<file path="src/rtl/pipe_stage_chain_pkg.sv">
// Shared types for the pipeline register chain: MEM/WB control bundle layout and
// the occupancy-counter width helper.
package pipe_pkg;

  typedef struct packed {
    logic       pc_branch;
    logic       reg_write;
    logic       con_jalr;
    logic       load_mux;
    logic [4:0] rd;
  } memwb_ctrl_t;

  localparam int CTRL_W_MEMWB = 9;

  // Counter must represent 0 .. 2*stages inclusive.
  function automatic int count_w(input int stages);
    return $clog2(2 * stages + 1);
  endfunction

endpackage

</file>
<file path="src/rtl/pipe_stage_chain_skid_slot.sv">
// One pipeline slot: main register plus skid register, so ready is a flop and
// throughput stays at one entry per cycle under back-pressure.
module pipe_skid_slot
  import pipe_pkg::*;
#(
  parameter int DATA_W = 32,
  parameter int CTRL_W = 8
) (
  input  logic              clk_i,
  input  logic              reset_i,
  input  logic              flush_i,
  input  logic              in_valid_i,
  output logic              in_ready_o,
  input  logic [DATA_W-1:0] in_data_i,
  input  logic [CTRL_W-1:0] in_ctrl_i,
  output logic              out_valid_o,
  input  logic              out_ready_i,
  output logic [DATA_W-1:0] out_data_o,
  output logic [CTRL_W-1:0] out_ctrl_o
);

  logic              main_valid;
  logic              skid_valid;
  logic [DATA_W-1:0] main_data;
  logic [DATA_W-1:0] skid_data;
  logic [CTRL_W-1:0] main_ctrl;
  logic [CTRL_W-1:0] skid_ctrl;
  logic              push;
  logic              pop;
  logic              main_free;

  assign push      = in_valid_i & ~skid_valid;
  assign pop       = main_valid & out_ready_i;
  assign main_free = ~main_valid | pop;

  always_ff @(posedge clk_i) begin
    if (reset_i) begin
      main_valid <= 1'b0;
      skid_valid <= 1'b0;
      main_data  <= '0;
      skid_data  <= '0;
      main_ctrl  <= '0;
      skid_ctrl  <= '0;
    end else begin
      if (flush_i) begin
        main_valid <= 1'b0;
        skid_valid <= 1'b0;
      end else if (main_free) begin
        if (skid_valid) begin
          main_valid <= 1'b1;
          skid_valid <= 1'b0;
        end else begin
          main_valid <= push;
        end
      end else if (push) begin
        skid_valid <= 1'b1;
      end

      // Data regs follow the same steering; flush leaves their contents alone.
      if (main_free) begin
        if (skid_valid) begin
          main_data <= skid_data;
          main_ctrl <= skid_ctrl;
        end else if (push) begin
          main_data <= in_data_i;
          main_ctrl <= in_ctrl_i;
        end
      end else if (push) begin
        skid_data <= in_data_i;
        skid_ctrl <= in_ctrl_i;
      end
    end
  end

  assign in_ready_o  = ~skid_valid;
  assign out_valid_o = main_valid;
  assign out_data_o  = main_data;
  assign out_ctrl_o  = main_ctrl;

endmodule

</file>
<file path="src/rtl/pipe_stage_chain.sv">
// Parametrised inter-stage register chain: STAGES skid slots in series, a
// bubble-safe control gate on the head and an occupancy counter.
module pipe_stage_chain
  import pipe_pkg::*;
#(
  parameter int DATA_W = 32,
  parameter int CTRL_W = 8,
  parameter int STAGES = 1
) (
  input  logic                        clk_i,
  input  logic                        reset_i,
  input  logic                        flush_i,
  input  logic                        in_valid_i,
  output logic                        in_ready_o,
  input  logic [DATA_W-1:0]           in_data_i,
  input  logic [CTRL_W-1:0]           in_ctrl_i,
  output logic                        out_valid_o,
  input  logic                        out_ready_i,
  output logic [DATA_W-1:0]           out_data_o,
  output logic [CTRL_W-1:0]           out_ctrl_o,
  output logic [count_w(STAGES)-1:0]  count_o
);

  localparam int CNT_W = count_w(STAGES);

  logic [STAGES:0]   valid;
  logic [STAGES:0]   ready;
  logic [DATA_W-1:0] data [STAGES+1];
  logic [CTRL_W-1:0] ctrl [STAGES+1];
  logic              in_fire;
  logic              out_fire;
  logic [CNT_W-1:0]  count;

  assign valid[0]      = in_valid_i;
  assign data[0]       = in_data_i;
  assign ctrl[0]       = in_ctrl_i;
  assign ready[STAGES] = out_ready_i;

  for (genvar g = 0; g < STAGES; g++) begin : g_slot
    pipe_skid_slot #(
      .DATA_W (DATA_W),
      .CTRL_W (CTRL_W)
    ) u_slot (
      .clk_i       (clk_i),
      .reset_i     (reset_i),
      .flush_i     (flush_i),
      .in_valid_i  (valid[g]),
      .in_ready_o  (ready[g]),
      .in_data_i   (data[g]),
      .in_ctrl_i   (ctrl[g]),
      .out_valid_o (valid[g+1]),
      .out_ready_i (ready[g+1]),
      .out_data_o  (data[g+1]),
      .out_ctrl_o  (ctrl[g+1])
    );
  end

  assign in_fire  = in_valid_i & ready[0];
  assign out_fire = valid[STAGES] & out_ready_i;

  always_ff @(posedge clk_i) begin
    if (reset_i) begin
      count <= '0;
    end else if (flush_i) begin
      count <= '0;
    end else if (in_fire & ~out_fire) begin
      count <= count + CNT_W'(1);
    end else if (out_fire & ~in_fire) begin
      count <= count - CNT_W'(1);
    end
  end

  assign in_ready_o  = ready[0];
  assign out_valid_o = valid[STAGES];
  assign out_data_o  = data[STAGES];
  // A bubble must never present live control (e.g. RegWrite) downstream.
  assign out_ctrl_o  = valid[STAGES] ? ctrl[STAGES] : '0;
  assign count_o     = count;

endmodule

</file>
<file path="config.mk">
export PLATFORM = sky130hd
export DESIGN_NAME = pipe_stage_chain
export DESIGN_NICKNAME = d
export VERILOG_FILES = /design/src/rtl/pipe_stage_chain_pkg.sv /design/src/rtl/pipe_stage_chain_skid_slot.sv /design/src/rtl/pipe_stage_chain.sv
export SDC_FILE = /design/constraint.sdc
export NUM_CORES = 1
export LEC_CHECK = 0
export CORE_AREA = 5 5 105 107
export DETAILED_ROUTE_END_ITERATION = 6
export DIE_AREA = 0 0 110 112
export HOLD_SLACK_MARGIN = 0.12
export PLACE_DENSITY = 0.63
export SLEW_MARGIN = 20
export SYNTH_ARGS = -nofsm -noshare
export SYNTH_HDL_FRONTEND = slang
export SYNTH_SLANG_ARGS = --single-unit
</file>
<file path="constraint.sdc">
create_clock -name clk_i -period 2.3 [get_ports clk_i]
set_input_delay 0.575 -clock clk_i [delete_from_list [all_inputs] [get_ports clk_i]]
set_output_delay 0.575 -clock clk_i [all_outputs]
set_load 0.03 [all_outputs]
</file>
==> results.py <==
metrics = {
    "setup_path": {
        "r2r_cells": 3,
        "reg2reg_slack_ns": 0.67,
        "worstSetupPathType": "register to primary output",
        "reg2reg_to": "g_slot[0].u_slot.out_ctrl_o[7]",
        "startpoint_type": "register",
        "timing.rr.start": "g_slot[0].u_slot.skid_valid",
        "worstPathArrival_ns": 1.66,
        "cp_data_required_time_ns": 1.73,
        "cp_max_fo": 13,
        "end_kind": "primary output",
    },
    "yosys": {
        "synth_top_area_share_pct": 46.1,
        "synthMuxAreaShare_pct": 11.0,
        "yosysTopAreaCell": "dfxtp_1",
        "ys_async_sr_fraction_pct": 0,
        "netlist_instances": 389,
        "synth_nets": 435,
        "synth_most_common_cell": "dfxtp_1",
        "ys_ff_latch": 84,
        "avgSynthCellArea_um2": 9.39,
        "synth-compound-area-share_pct": 25.1,
        "synth-xor-area-share_pct": 0.480,
        "synth_edf_count": 0,
        "synth_simple_gate_area_share_pct": 11.7,
        "synth_adder_area_share_pct": 0.343,
        "synth.distinct_cells": 21,
        "syn-cell-area_mm2": 0.00365,
        "synth_top_family_by_area": "compound AO/OA/AOI/OAI gates",
        "ys_seq_area_share_pct": 46.1,
        "synth_top_cells_by_count": "dfxtp_1, a21oi_1, nand2_1, a211oi_2, mux2i_1",
        "synth_flop_cell": "dfxtp_1",
        "ys_top_cells_by_area": "dfxtp_1, a211oi_2, a21oi_1",
        "yosys_warnings": 0,
    },
    "timing": {
        "report.final.slew_viol_count": 0,
        "holdWs_ns": 0.455,
        "max_slew.worst_pin.slew_ns": 0.685,
        "finalHoldViolations": 0,
        "setup-violations-final": 0,
        "fin_crit_sh_pct": 97.1,
        "layout_min_cycle_time_ns": 2.23,
        "max_slew_margin_pct": 54.3,
        "rsz0062_at_grt": "false",
        "fmax_mhz": 448,
        "fin_ws_ns": 0.0669,
        "fin_tns_setup_ns": 0,
        "skew_ns": 0.00986,
    },
    "job": {
        "drv_cap": 0,
    },
    "grt": {
        "overflow": 0,
        "met1_usage_pct": 19.7,
        "grt-busiest-layer": "met2",
        "grtUsageMet2_pct": 25.2,
        "grt_use_met3_pct": 4.70,
        "grt_antenna_before_repair": 0,
        "grt_max_degree": 43,
        "grt_pass1_wl_um": 15200,
        "grt_usage_pct": 15.5,
        "grt_pass1_vias": 3094,
    },
    "cells_and_area": {
        "final_area_mm2": 0.00485,
        "drive_above_1_share_pct": 16.3,
        "areaGrowthSynthToFinish_pct": 32.9,
        "fin_nets": 509,
        "finalNonFillerCells": 603,
        "finish.utilization_pct": 48.3,
        "num_antenna_cells": 0,
    },
    "cts": {
        "clk_pin_slew_ns": 0.08,
        "cts_max_level": 3,
        "cts.sinks": 84,
        "cts_buffers": 9,
        "cts_tree": "done",
        "cts_hold_buf": 0,
        "cts_root_buffer": "clkbuf_8",
        "clockBufferDepth": 2,
        "clk_latency_ns": 0.34,
    },
    "routing": {
        "firstDrtPassIters": 4,
        "drt_iter0_markers": 66,
        "routedWlPerCell_um": 15.3,
        "vias": 2985,
        "viasPerCell": 4.95,
        "routed_wl_um": 9260,
        "ant_nets": 0,
        "drc": 0,
    },
    "floorplanning": {
        "initial_core_util_pct": 36.3,
        "die_w_um": 110,
        "die_h_um": 112,
        "dieArea_mm2": 0.0123,
        "rows": 37,
        "ioPinCount": 89,
        "fp.coreArea_mm2": 0.0100,
    },
    "placed_design": {
        "hpwl_um": 6170,
        "io_buffers": 88,
        "dp_slack_ns": 0.108,
        "dp.cells": 588,
        "placed_area_mm2": 0.00467,
        "routabilityCongestion": 0.741,
    },
    "power_and_ir_drop": {
        "cellPowerDensity_mw_per_mm2": 628,
        "total_power_mw": 3.05,
        "p_leak_nw": 1.61,
        "ir_drop_v": 0.000405,
    },
    "min_path": {
        "min_path_type": "register to register",
        "min-delay-start": "g_slot[0].u_slot.skid_data[23]",
        "hold_depth": 2,
        "min_to": "g_slot[0].u_slot.skid_data[23]",
    },
    "outcome": {
        "outcome": "finished clean",
    },
}
critical path, cell delays in order, from the launching register on:
cell and delay [ns]:
dfxtp_2 0.46, and2_1 0.18, clkdlybuf4s50_1 0.67
how the worst max path moves through the flow:
stage	start	to	slack (ns)	cells after the start
after CTS	g_slot[0].u_slot.out_valid_o	out_ctrl_o[0]	0.05	2
after global placement	in_valid_i	g_slot[0].u_slot.out_data_o[16]	0.16	5
after global routing	g_slot[0].u_slot.out_valid_o	out_ctrl_o[7]	0.0001	2
after detailed placement	in_valid_i	g_slot[0].u_slot.out_data_o[17]	0.11	5
after floorplan	g_slot[0].u_slot.skid_valid	count_o[1]	0.53	6
final	g_slot[0].u_slot.out_valid_o	out_ctrl_o[7]	0.07	2
final cells by class:
| cell class | count | area (um^2) |
|---|---|---|
| tap | 136 | 170 |
| clock inverter | 4 | 25.0 |
| sequential | 84 | 1680 |
| timing repair buffer | 101 | 1030 |
| multi-input combinational | 266 | 1780 |
| inverter | 1 | 3.75 |
| fill | 1004 | 5190 |
| clock buffer | 11 | 151 |
cell families (layout without fill, tap and decap cells):
group,after synthesis,in the layout
muxes,40,40
buffers and inverters,39,117
xor gates and xnor gates,2,2
AOI/OAI and AO/OA,123,123
adders and majority gates,1,1
and+or+nand+nor,100,100
DFF,84,84
layer usage:
layer | routed length (um) | part of all wire (%)
met1 | 4250 | 46
met2 | 4380 | 47
met3 | 521 | 5.6
met4 | 102 | 1.1
met5 | 0 | 0
what timing repair did:
item,in CTS,in global routing
resized for setup,1,3
gates cloned,0,0
setup buffers,0,0
setup endpoints to repair,8,3
cells in the final DEF (no fill, tap or decap):
master,netlist,final
a21oi_1,82,82
and2_2,0,1
nor2_1,2,2
clkinvlp_4,0,2
nand2b_2,0,1
dfxtp_2,0,2
clkbuf_8,0,11
nand4bb_2,0,1
nor2b_1,1,1
dfxtp_1,84,82
ha_1,1,1
inv_1,1,1
buf_12,0,4
or2_2,0,1
clkinv_2,0,2
dlymetal6s2s_1,0,3
or3_1,1,1
nor3_1,1,1
or2_1,2,1
nand2_1,81,81
o21ai_0,1,1
clkdlybuf4s50_1,0,84
buf_4,0,10
mux2i_1,40,40
xor2_1,2,2
and2_1,9,8
and4bb_2,1,1
a211oi_2,40,40
state kept, by name (all words and copies together), names as in the netlist:
register / count
g_slot.u_slot.skid_data: 32
g_slot.u_slot.out_valid_o: 1
count_o: 2
g_slot.u_slot.skid_valid: 1
g_slot.u_slot.out_ctrl_o: 8
g_slot.u_slot.out_data_o: 32
g_slot.u_slot.skid_ctrl: 8
power by group:
part | total, mW | internal [mW] | switching, mW | leakage [nW]
Clock | 0.947 | 0.442 | 0.505 | 0.0872
Combinational | 0.540 | 0.249 | 0.290 | 0.838
Sequential | 1.56 | 1.52 | 0.0401 | 0.689
Note: power is estimated with default switching activity, not from simulation.
